==> config.mk <==
export PLATFORM = sky130hd
export DESIGN_NAME = pes_graycode_seq
export DESIGN_NICKNAME = d
export VERILOG_FILES = /design/src/rtl/pes_graycode_pkg.sv /design/src/rtl/pes_graycode_seq_core.sv /design/src/rtl/pes_graycode_seq.sv
export SDC_FILE = /design/constraint.sdc
export NUM_CORES = 1
export LEC_CHECK = 0
export ABC_AREA = 1
export CAP_MARGIN = 10
export CORE_MARGIN = 2
export CORE_UTILIZATION = 47
export DETAILED_ROUTE_END_ITERATION = 8
export PLACE_DENSITY = 0.85
export SETUP_SLACK_MARGIN = 0.02
export SYNTH_ARGS = -nofsm -noshare
export SYNTH_HDL_FRONTEND = slang
export SYNTH_SLANG_ARGS = --single-unit
==> constraint.sdc <==
create_clock -name clk -period 4.25 [get_ports clk]
set_input_delay 1.275 -clock clk [delete_from_list [all_inputs] [get_ports clk]]
set_output_delay 1.275 -clock clk [all_outputs]
set_load 0.02 [all_outputs]
==> src/rtl/pes_graycode_pkg.sv <==
// rtl/pes_graycode_pkg.sv - opcodes, sequencer states and Gray conversion helpers
package pes_graycode_pkg;

    // Helpers work on a fixed maximum width; callers zero-extend and truncate.
    localparam int GRAY_MAX_W = 32;

    localparam logic [1:0] OP_CLEAR  = 2'd0;
    localparam logic [1:0] OP_STEP   = 2'd1;
    localparam logic [1:0] OP_RUN_TO = 2'd2;

    typedef enum logic [1:0] {
        S_IDLE  = 2'd0,
        S_CLEAR = 2'd1,
        S_RUN   = 2'd2,
        S_DONE  = 2'd3
    } seq_state_t;

    function automatic logic [GRAY_MAX_W-1:0] bin2gray(input logic [GRAY_MAX_W-1:0] b);
        return b ^ (b >> 1);
    endfunction

    // Prefix XOR from the MSB down; zero upper bits leave the result unaffected.
    function automatic logic [GRAY_MAX_W-1:0] gray2bin(input logic [GRAY_MAX_W-1:0] g);
        logic [GRAY_MAX_W-1:0] b;
        b = g;
        b = b ^ (b >> 1);
        b = b ^ (b >> 2);
        b = b ^ (b >> 4);
        b = b ^ (b >> 8);
        b = b ^ (b >> 16);
        return b;
    endfunction

endpackage

==> src/rtl/pes_graycode_seq_core.sv <==
// rtl/pes_graycode_seq_core.sv - command FSM with remaining-step and shadow position counters
module pes_graycode_seq_core
    import pes_graycode_pkg::*;
#(
    parameter int WIDTH = 8
) (
    input  logic             clk,
    input  logic             reset,
    input  logic             cmd_valid,
    output logic             cmd_ready,
    input  logic [1:0]       cmd_op,
    input  logic [WIDTH-1:0] cmd_arg,
    input  logic             abort,
    output logic             cnt_enable,
    output logic             clr_pulse,
    output logic             busy,
    output logic             done,
    output logic             aborted,
    output logic [WIDTH-1:0] steps_taken,
    output logic [WIDTH-1:0] pos_gray
);

    seq_state_t       state_q, state_d;
    logic [WIDTH-1:0] rem_q, rem_d;
    logic [WIDTH-1:0] pos_q, pos_d;
    logic [WIDTH-1:0] steps_q, steps_d;
    logic             abrt_q, abrt_d;
    logic             en_q, en_d;
    logic             clr_q, clr_d;
    logic             accept;
    logic [WIDTH-1:0] target_bin;
    logic [WIDTH-1:0] req_steps;

    assign cmd_ready = (state_q == S_IDLE) && !reset;
    assign accept    = cmd_valid && cmd_ready;

    // State and datapath registers; reset abandons any command in flight.
    always_ff @(posedge clk) begin
        if (reset) begin
            state_q <= S_IDLE;
            rem_q   <= '0;
            pos_q   <= '0;
            steps_q <= '0;
            abrt_q  <= 1'b0;
            en_q    <= 1'b0;
            clr_q   <= 1'b0;
        end else begin
            state_q <= state_d;
            rem_q   <= rem_d;
            pos_q   <= pos_d;
            steps_q <= steps_d;
            abrt_q  <= abrt_d;
            en_q    <= en_d;
            clr_q   <= clr_d;
        end
    end

    // Next-state logic; RUN_TO becomes a forward modular step count at accept.
    always_comb begin
        state_d    = state_q;
        rem_d      = rem_q;
        pos_d      = pos_q;
        steps_d    = steps_q;
        abrt_d     = abrt_q;
        en_d       = 1'b0;
        clr_d      = 1'b0;
        target_bin = WIDTH'(gray2bin(GRAY_MAX_W'(cmd_arg)));
        req_steps  = '0;
        case (cmd_op)
            OP_STEP:   req_steps = cmd_arg;
            OP_RUN_TO: req_steps = target_bin - pos_q;
            default:   req_steps = '0;
        endcase
        case (state_q)
            S_IDLE: begin
                if (accept) begin
                    steps_d = '0;
                    abrt_d  = 1'b0;
                    if (cmd_op == OP_CLEAR) begin
                        state_d = S_CLEAR;
                        clr_d   = 1'b1;
                    end else if (req_steps == '0) begin
                        state_d = S_DONE;
                    end else begin
                        state_d = S_RUN;
                        rem_d   = req_steps;
                        en_d    = 1'b1;
                    end
                end
            end
            S_CLEAR: begin
                pos_d   = '0;
                state_d = S_DONE;
            end
            S_RUN: begin
                // The enable of this cycle is already committed to the counter.
                pos_d   = pos_q + WIDTH'(1);
                steps_d = steps_q + WIDTH'(1);
                rem_d   = rem_q - WIDTH'(1);
                if (abort || rem_q == WIDTH'(1)) begin
                    state_d = S_DONE;
                    abrt_d  = abort;
                end else begin
                    en_d = 1'b1;
                end
            end
            S_DONE: begin
                state_d = S_IDLE;
            end
            default: begin
                state_d = S_IDLE;
            end
        endcase
    end

    assign cnt_enable  = en_q;
    assign clr_pulse   = clr_q;
    assign busy        = (state_q == S_CLEAR) || (state_q == S_RUN);
    assign done        = (state_q == S_DONE);
    assign aborted     = done && abrt_q;
    assign steps_taken = steps_q;
    assign pos_gray    = WIDTH'(bin2gray(GRAY_MAX_W'(pos_q)));

endmodule

==> src/rtl/pes_graycode_seq.sv <==
// rtl/pes_graycode_seq.sv - Gray counter command sequencer top; GRAY_CHECK_EN adds sticky seq_err checker
module pes_graycode_seq
    import pes_graycode_pkg::*;
#(
    parameter int WIDTH = 8
) (
    input  logic             clk,
    input  logic             reset,
    input  logic             cmd_valid,
    output logic             cmd_ready,
    input  logic [1:0]       cmd_op,
    input  logic [WIDTH-1:0] cmd_arg,
    input  logic             abort,
    output logic             cnt_enable,
    output logic             cnt_reset,
    input  logic [WIDTH-1:0] gray_count,
`ifdef GRAY_CHECK_EN
    output logic             seq_err,
`endif
    output logic             busy,
    output logic             done,
    output logic             aborted,
    output logic [WIDTH-1:0] steps_taken,
    output logic [WIDTH-1:0] pos_gray
);

    logic clr_pulse;

    pes_graycode_seq_core #(
        .WIDTH(WIDTH)
    ) u_core (
        .clk         (clk),
        .reset       (reset),
        .cmd_valid   (cmd_valid),
        .cmd_ready   (cmd_ready),
        .cmd_op      (cmd_op),
        .cmd_arg     (cmd_arg),
        .abort       (abort),
        .cnt_enable  (cnt_enable),
        .clr_pulse   (clr_pulse),
        .busy        (busy),
        .done        (done),
        .aborted     (aborted),
        .steps_taken (steps_taken),
        .pos_gray    (pos_gray)
    );

    assign cnt_reset = reset || clr_pulse;

`ifdef GRAY_CHECK_EN
    logic seq_err_q;

    // Sticky divergence flag between the real counter and the shadow position.
    always_ff @(posedge clk) begin
        if (reset) begin
            seq_err_q <= 1'b0;
        end else if (clr_pulse) begin
            seq_err_q <= 1'b0;
        end else if (gray_count != pos_gray) begin
            seq_err_q <= 1'b1;
        end
    end

    assign seq_err = seq_err_q;
`else
    logic unused_gray_count;
    assign unused_gray_count = ^gray_count;
`endif

endmodule

# Word level (Yosys, flattened, before mapping)
# Index checks and enable logic that the tools add are counted.
# Widths: inputs -> output; s select.
totals:
  register_bits: 29
  latch_bits: 0
  ramBits: 0
  romBits: 0
  elab_cells: 68
  mem_count: 0
classes:
  n_addsub: 4
  multipliers: 0
  n_div: 0
  order_cmp: 0
  n_eq_ne: 10
  shift: 0
  mux: 22
  bitwise: 8
  n_reduce_logical: 17
op_table:
  columns: ["op", "count"]
  rows:
  - ["$pmux 8 s2", 4]
  - ["$mux 8", 4]
  - ["$xor 32x28->32", 1]
  - ["$xor 32x30->32", 1]
  - ["$xor 24x24->24", 1]
  - ["$add 8x1->8 const B", 2]
  - ["$xor 8x7->8", 2]
  - ["$eq 8x1->1 const B", 1]
  - ["$logic_not 8->1", 1]
  - ["$mux 1", 8]
  - ["$pmux 2 s4", 1]
  - ["$sub 8x1->8 const B", 1]
  - ["$sub 8x8->8", 1]
  - ["$xor 8x8->8", 1]
  - ["$eq 2x2->1 const B", 3]
  - ["$mux 2", 3]
  - ["$eq 2x1->1 const B", 2]
  - ["$logic_not 2->1", 2]
  - ["$ne 2x1->1 const B", 2]
  - ["$ne 2x2->1 const B", 2]
  - ["$pmux 1 s2", 2]
  - ["$reduce_and 2->1", 2]
  - ["$reduce_and 4->1", 1]
  - ["$reduce_bool 2->1", 2]
  - ["other kinds (6)", 11]

# Logic depth before layout (Yosys ltp)
depth:
  depth_word: 12
  depth_mapped: 24
  mapped_depth_nobuf: 23

# Modules after synthesis
# Synthesis repeated with hierarchy kept, for this count alone.
hier_totals:
  cells_unflattened: 352
  area_unflattened_um2: 2301.0
modules_own_cells:
  columns: ["mod", "instances", "cells_per_inst", "area_each_um2", "seq_area_each_um2"]
  rows:
  - ["pes_graycode_seq_core", 1, 349, 2289.7, 580.6]
  - ["pes_graycode_seq", 1, 3, 11.3, 0.0]

# Least setup slack after synthesis
# Ideal clock, no wire load.
synth_timing:
  kind: "input to register"
  startpoint: "input cmd_arg[6]"
  endpoint: "register u_core.rem_q[0]"
  setup_ns: 0.113
  arrival_time_ns: 4.004
  setup_slack_ns: 0.134
  path_stages: 23
  n_path_buf: 1
  cell_sequence: "xor2_2 > xor2_2 > xor2_2 > xor2_2 > xor2_1 > ha_1 > inv_1 > fa_1 > nand2_1 > nand2_1 > nand2_1 > nand2_1 > nand3_1 > nand2_1 > nand2_1 > nand3_1 > nor2_1 > nand2_1 > nand2_2 > nand2_2 > buf_2 > nor2_1 > nor2_1"
synth_between:
  elab_chain_cells: 11
synth_rtl:
  columns: ["item", "line", "text"]
  rows:
  - ["start, declared", "pes_graycode_seq.sv:12", "input logic [WIDTH-1:0] cmd_arg,"]
  - ["$xor 8x7->8", "pes_graycode_pkg.sv:26", "b = b ^ (b >> 1);"]
  - ["$xor 32x30->32", "pes_graycode_pkg.sv:27", "b = b ^ (b >> 2);"]
  - ["$xor 32x28->32", "pes_graycode_pkg.sv:28", "b = b ^ (b >> 4);"]
  - ["$xor 24x24->24", "pes_graycode_pkg.sv:29", "b = b ^ (b >> 8);"]
  - ["$xor 8x8->8", "pes_graycode_pkg.sv:30", "b = b ^ (b >> 16);"]
  - ["$sub 8x8->8", "pes_graycode_seq_core.sv:71", "OP_RUN_TO: req_steps = target_bin - pos_q;"]
  - ["$pmux 8 s2 (*)", "pes_graycode_seq_core.sv:69", "case (cmd_op)"]
  - ["$mux 8", "pes_graycode_seq_core.sv:82", "end else if (req_steps == '0) begin"]
  - ["$mux 8", "pes_graycode_seq_core.sv:79", "if (cmd_op == OP_CLEAR) begin"]
  - ["$mux 8", "pes_graycode_seq_core.sv:76", "if (accept) begin"]
  - ["$pmux 8 s2", "pes_graycode_seq_core.sv:74", "case (state_q)"]
  - ["end signal, assigned", "pes_graycode_seq_core.sv:49", "rem_q <= rem_d;"]
  - ["end, declared", "pes_graycode_seq_core.sv:24", "logic [WIDTH-1:0] rem_q, rem_d;"]
# Every way passes the cells marked *; elsewhere a longest branch is shown, timed or not. The select of a mux whose other input is x is not followed.
# A chain may end at the register's enable or synchronous reset.

# Final worst setup path
layout_timing:
  startpoint: "input cmd_arg[7]"
  endpoint: "register u_core.rem_q[6]"
# The elaborated chain is that of the path after synthesis.

==> flow_metrics.env <==
export IMPL_grt_max_degree=18
export IMPL_synth_commonest_cells="87 x nand2_1, 52 x inv_1, 34 x nor2_1, 29 x dfxtp_1, 28 x nand3_1"
export IMPL_postRouteAntennaNets=0
export IMPL_first_pass_iters=4
export IMPL_cts_clk_slew_worst_paths_ns=0.06
export IMPL_hold_ws_ns=0.454
export IMPL_hp_class="reg -> reg"
export IMPL_area_delta_synth_final_pct=35.4
export IMPL_max_freq_mhz=248
export IMPL_cts_sinks=29
export IMPL_hold_viol=0
export IMPL_drc=0
export IMPL_drtIter0Drc=145
export IMPL_grt_first_pass_wirelength_mm=9.01
export IMPL_grt_pass1_vias=2151
export IMPL_finalSetupTns_ns=0
export IMPL_die_w_um=73.6
export IMPL_place_area_um2=2800
export IMPL_seq_area_frac_synth=0.255
export IMPL_yosysMostFrequentCell="nand2_1"
export IMPL_vias=2392
export IMPL_critPathKind="in -> reg"
export IMPL_grt_usage=0.212
export IMPL_port_buffers=35
export IMPL_num_io_pins=44
export IMPL_diodes=0
export IMPL_gr_total_overflow=0
export IMPL_synth_area_um2=2270
export IMPL_syn_inst=345
export IMPL_finalMaxSlewViolations=0
export IMPL_fill_cells=392
export IMPL_status="finished, final reports clean"
export IMPL_rows=25
export IMPL_synth_cell_types=33
export IMPL_clockBufferDepth=2
export IMPL_cp_required_ns=4.43
export IMPL_fin_nets=452
export IMPL_core_um2=4690
export IMPL_yosys_area_top_type_share=0.255
export IMPL_async_flop_share=0
export IMPL_layout_drive_gt1_share=0.163
export IMPL_insertion_delay_ns=0.29
export IMPL_htreeDepth=2
export IMPL_maxCapViolations=0
export IMPL_drt_vias_per_instance=5.20
export IMPL_synth_warnings=0
export IMPL_max_slew_margin=0.604
export IMPL_wire_per_inst_um=12.2
export IMPL_min_period_over_period=0.948
export IMPL_period_needed_ns=4.03
export IMPL_synth_edff_count=0
export IMPL_finalCoreUtilization=0.656
export IMPL_drt_total_wl_mm=5.62
export IMPL_start_util=0.485
export IMPL_synth_area_leader_cell="dfxtp_1"
export IMPL_power_density_nw_per_um2=512
export IMPL_dieArea_um2=5410
export IMPL_final_cell_area_um2=3080
export IMPL_synthTopCellsByArea="dfxtp_1 26%, nand2_1 14%, ha_1 13%"
export IMPL_antenna_found_initial=0
export IMPL_cts_tree="yes"
export IMPL_rsz0062_at_grt="false"
export IMPL_syn_area_per_cell_um2=6.59
export IMPL_place_hpwl_mm=4.13
export IMPL_synth_nets=392
export IMPL_clockRootBuffer="clkbuf_8"
export IMPL_crit_path_max_fanout=4
export IMPL_synth_flop_cell="dfxtp_1"
export IMPL_die_h_um=73.6
export IMPL_place_gp_congestion=0.886
export IMPL_cp_end_kind="flip-flop"
export IMPL_cp_start_kind="primary input"
export IMPL_final_setup_skew_ns=0.00361
export IMPL_setup_viol=0
export IMPL_cts_made_buffers=5
export IMPL_peakVddDrop_mv=0.256
export IMPL_synth_seq_cells=29
export IMPL_worst_slew_pin_slew_ns=0.594
export IMPL_p_leak_nw=1.48
export IMPL_cp_arrival_ns=4.21
[layer usage]
metal	wire (µm)	part of all wire	global-route usage	vias to the layer above
li1	-	-	-	1218
met2	2880	0.51	0.376	65
met1	2320	0.41	0.254	1097
met5	0	0	0	-
met4	144	0.026	0.0889	0
met3	276	0.049	0.0288	12
[area by class of cell]
| type | count | area [µm²] | share of cell area |
|---|---|---|---|
| clock buffers | 7 | 86.3 | 0.0280 |
| clock inverters | 1 | 30.0 | 0.00976 |
| inverters | 54 | 203 | 0.0659 |
| multi-input cells | 255 | 1570 | 0.510 |
| flip-flops and latches | 29 | 581 | 0.189 |
| well taps | 54 | 67.6 | 0.0220 |
| repair buffers | 60 | 541 | 0.176 |
[sequential cells by signal (all words and copies together) (netlist names)]
signal,flops
u_core.abrt_q,1
u_core.clr_pulse,1
u_core.cnt_enable,1
u_core.pos_q,8
u_core.rem_q,8
u_core.state_q,2
u_core.steps_taken,8
[path summary, 6_finish.rpt]
path / start / end / slack, ns / depth (start not counted)
worst max-delay path: cmd_arg[7] / u_core.rem_q[6] / 0.22 / 22
worst min-delay path: u_core.steps_taken[7] / u_core.steps_taken[7] / 0.45 / 1
worst max register to register: u_core.state_q[0] / u_core.steps_taken[7] / 1.83 / 11
worst min register to register: u_core.steps_taken[7] / u_core.steps_taken[7] / 0.45 / 1
[cell families (layout without fill, tap and decap cells)]
family / count (synthesis) / after routing / share of synthesized area
xor gates and xnor gates: 18 / 18 / 0.0826
buffers and inverters: 62 / 122 / 0.106
AOI/OAI and AO/OA: 48 / 48 / 0.115
adders and majority gates: 25 / 25 / 0.141
and+or+nand+nor: 162 / 163 / 0.296
DFF: 29 / 29 / 0.255
muxes: 1 / 1 / 0.00440
[where the power goes]
group	switching, W	internal (W)
clock	0.000107	0.000191
sequential	0.0000440	0.000322
combinational	0.000548	0.000364
total	0.000699	0.000877
[cell usage in the layout, fill, tap and decap left out, types with 3 or more instances in the layout]
cell and n:
buf_4 24, a21oi_1 24, nand2_4 3, dfxtp_1 29, nor2_1 33, nand3_1 25, o21ai_0 13, nand2_1 79
buf_6 3, inv_1 51, nand3_2 3, dlygate4sd2_1 3, ha_1 22, xor2_2 4, xor2_1 9, nand2_2 8
nand4_1 3, xnor2_1 3, clkdlybuf4s50_1 30, clkbuf_8 6
[through the flow]
step           total power [W]  setup slack (ns)  std cells
2_1_floorplan         0.000969             0.134        345
3_3_place_gp           0.00115            -0.487        445
3_5_place_dp           0.00118            -0.608        445
4_1_cts                0.00151            0.0385        458
5_1_grt                0.00170            0.0189        460
6_report               0.00158             0.220        460
[timing repair]
item | 4_1_cts | 5_1_grt
gates resized for setup | 19 | 25
hold buffers | 0 | 0
setup buffers | 5 | 1
pin swaps | 11 | 17
cloned | 0 | 1
endpoints found under the setup margin | 10 | 10
[critical path, cell delays in order]
cell and delay [ns]:
buf_4 0.13, xor2_4 0.16, xor2_2 0.24, xor2_2 0.23
xor2_2 0.18, buf_4 0.13, buf_4 0.12, xor2_4 0.19
fa_2 0.47, nand2_1 0.07, nand2_1 0.07, nand2_1 0.06
nand2_1 0.05, nor2_1 0.13, nand3_2 0.09, nor2_2 0.11
nand2_2 0.09, nand2_4 0.11, buf_6 0.11, nand3_1 0.07
nand2_1 0.08, nor2_1 0.05
No activity file was read; power rests on OpenSTA's default activity.
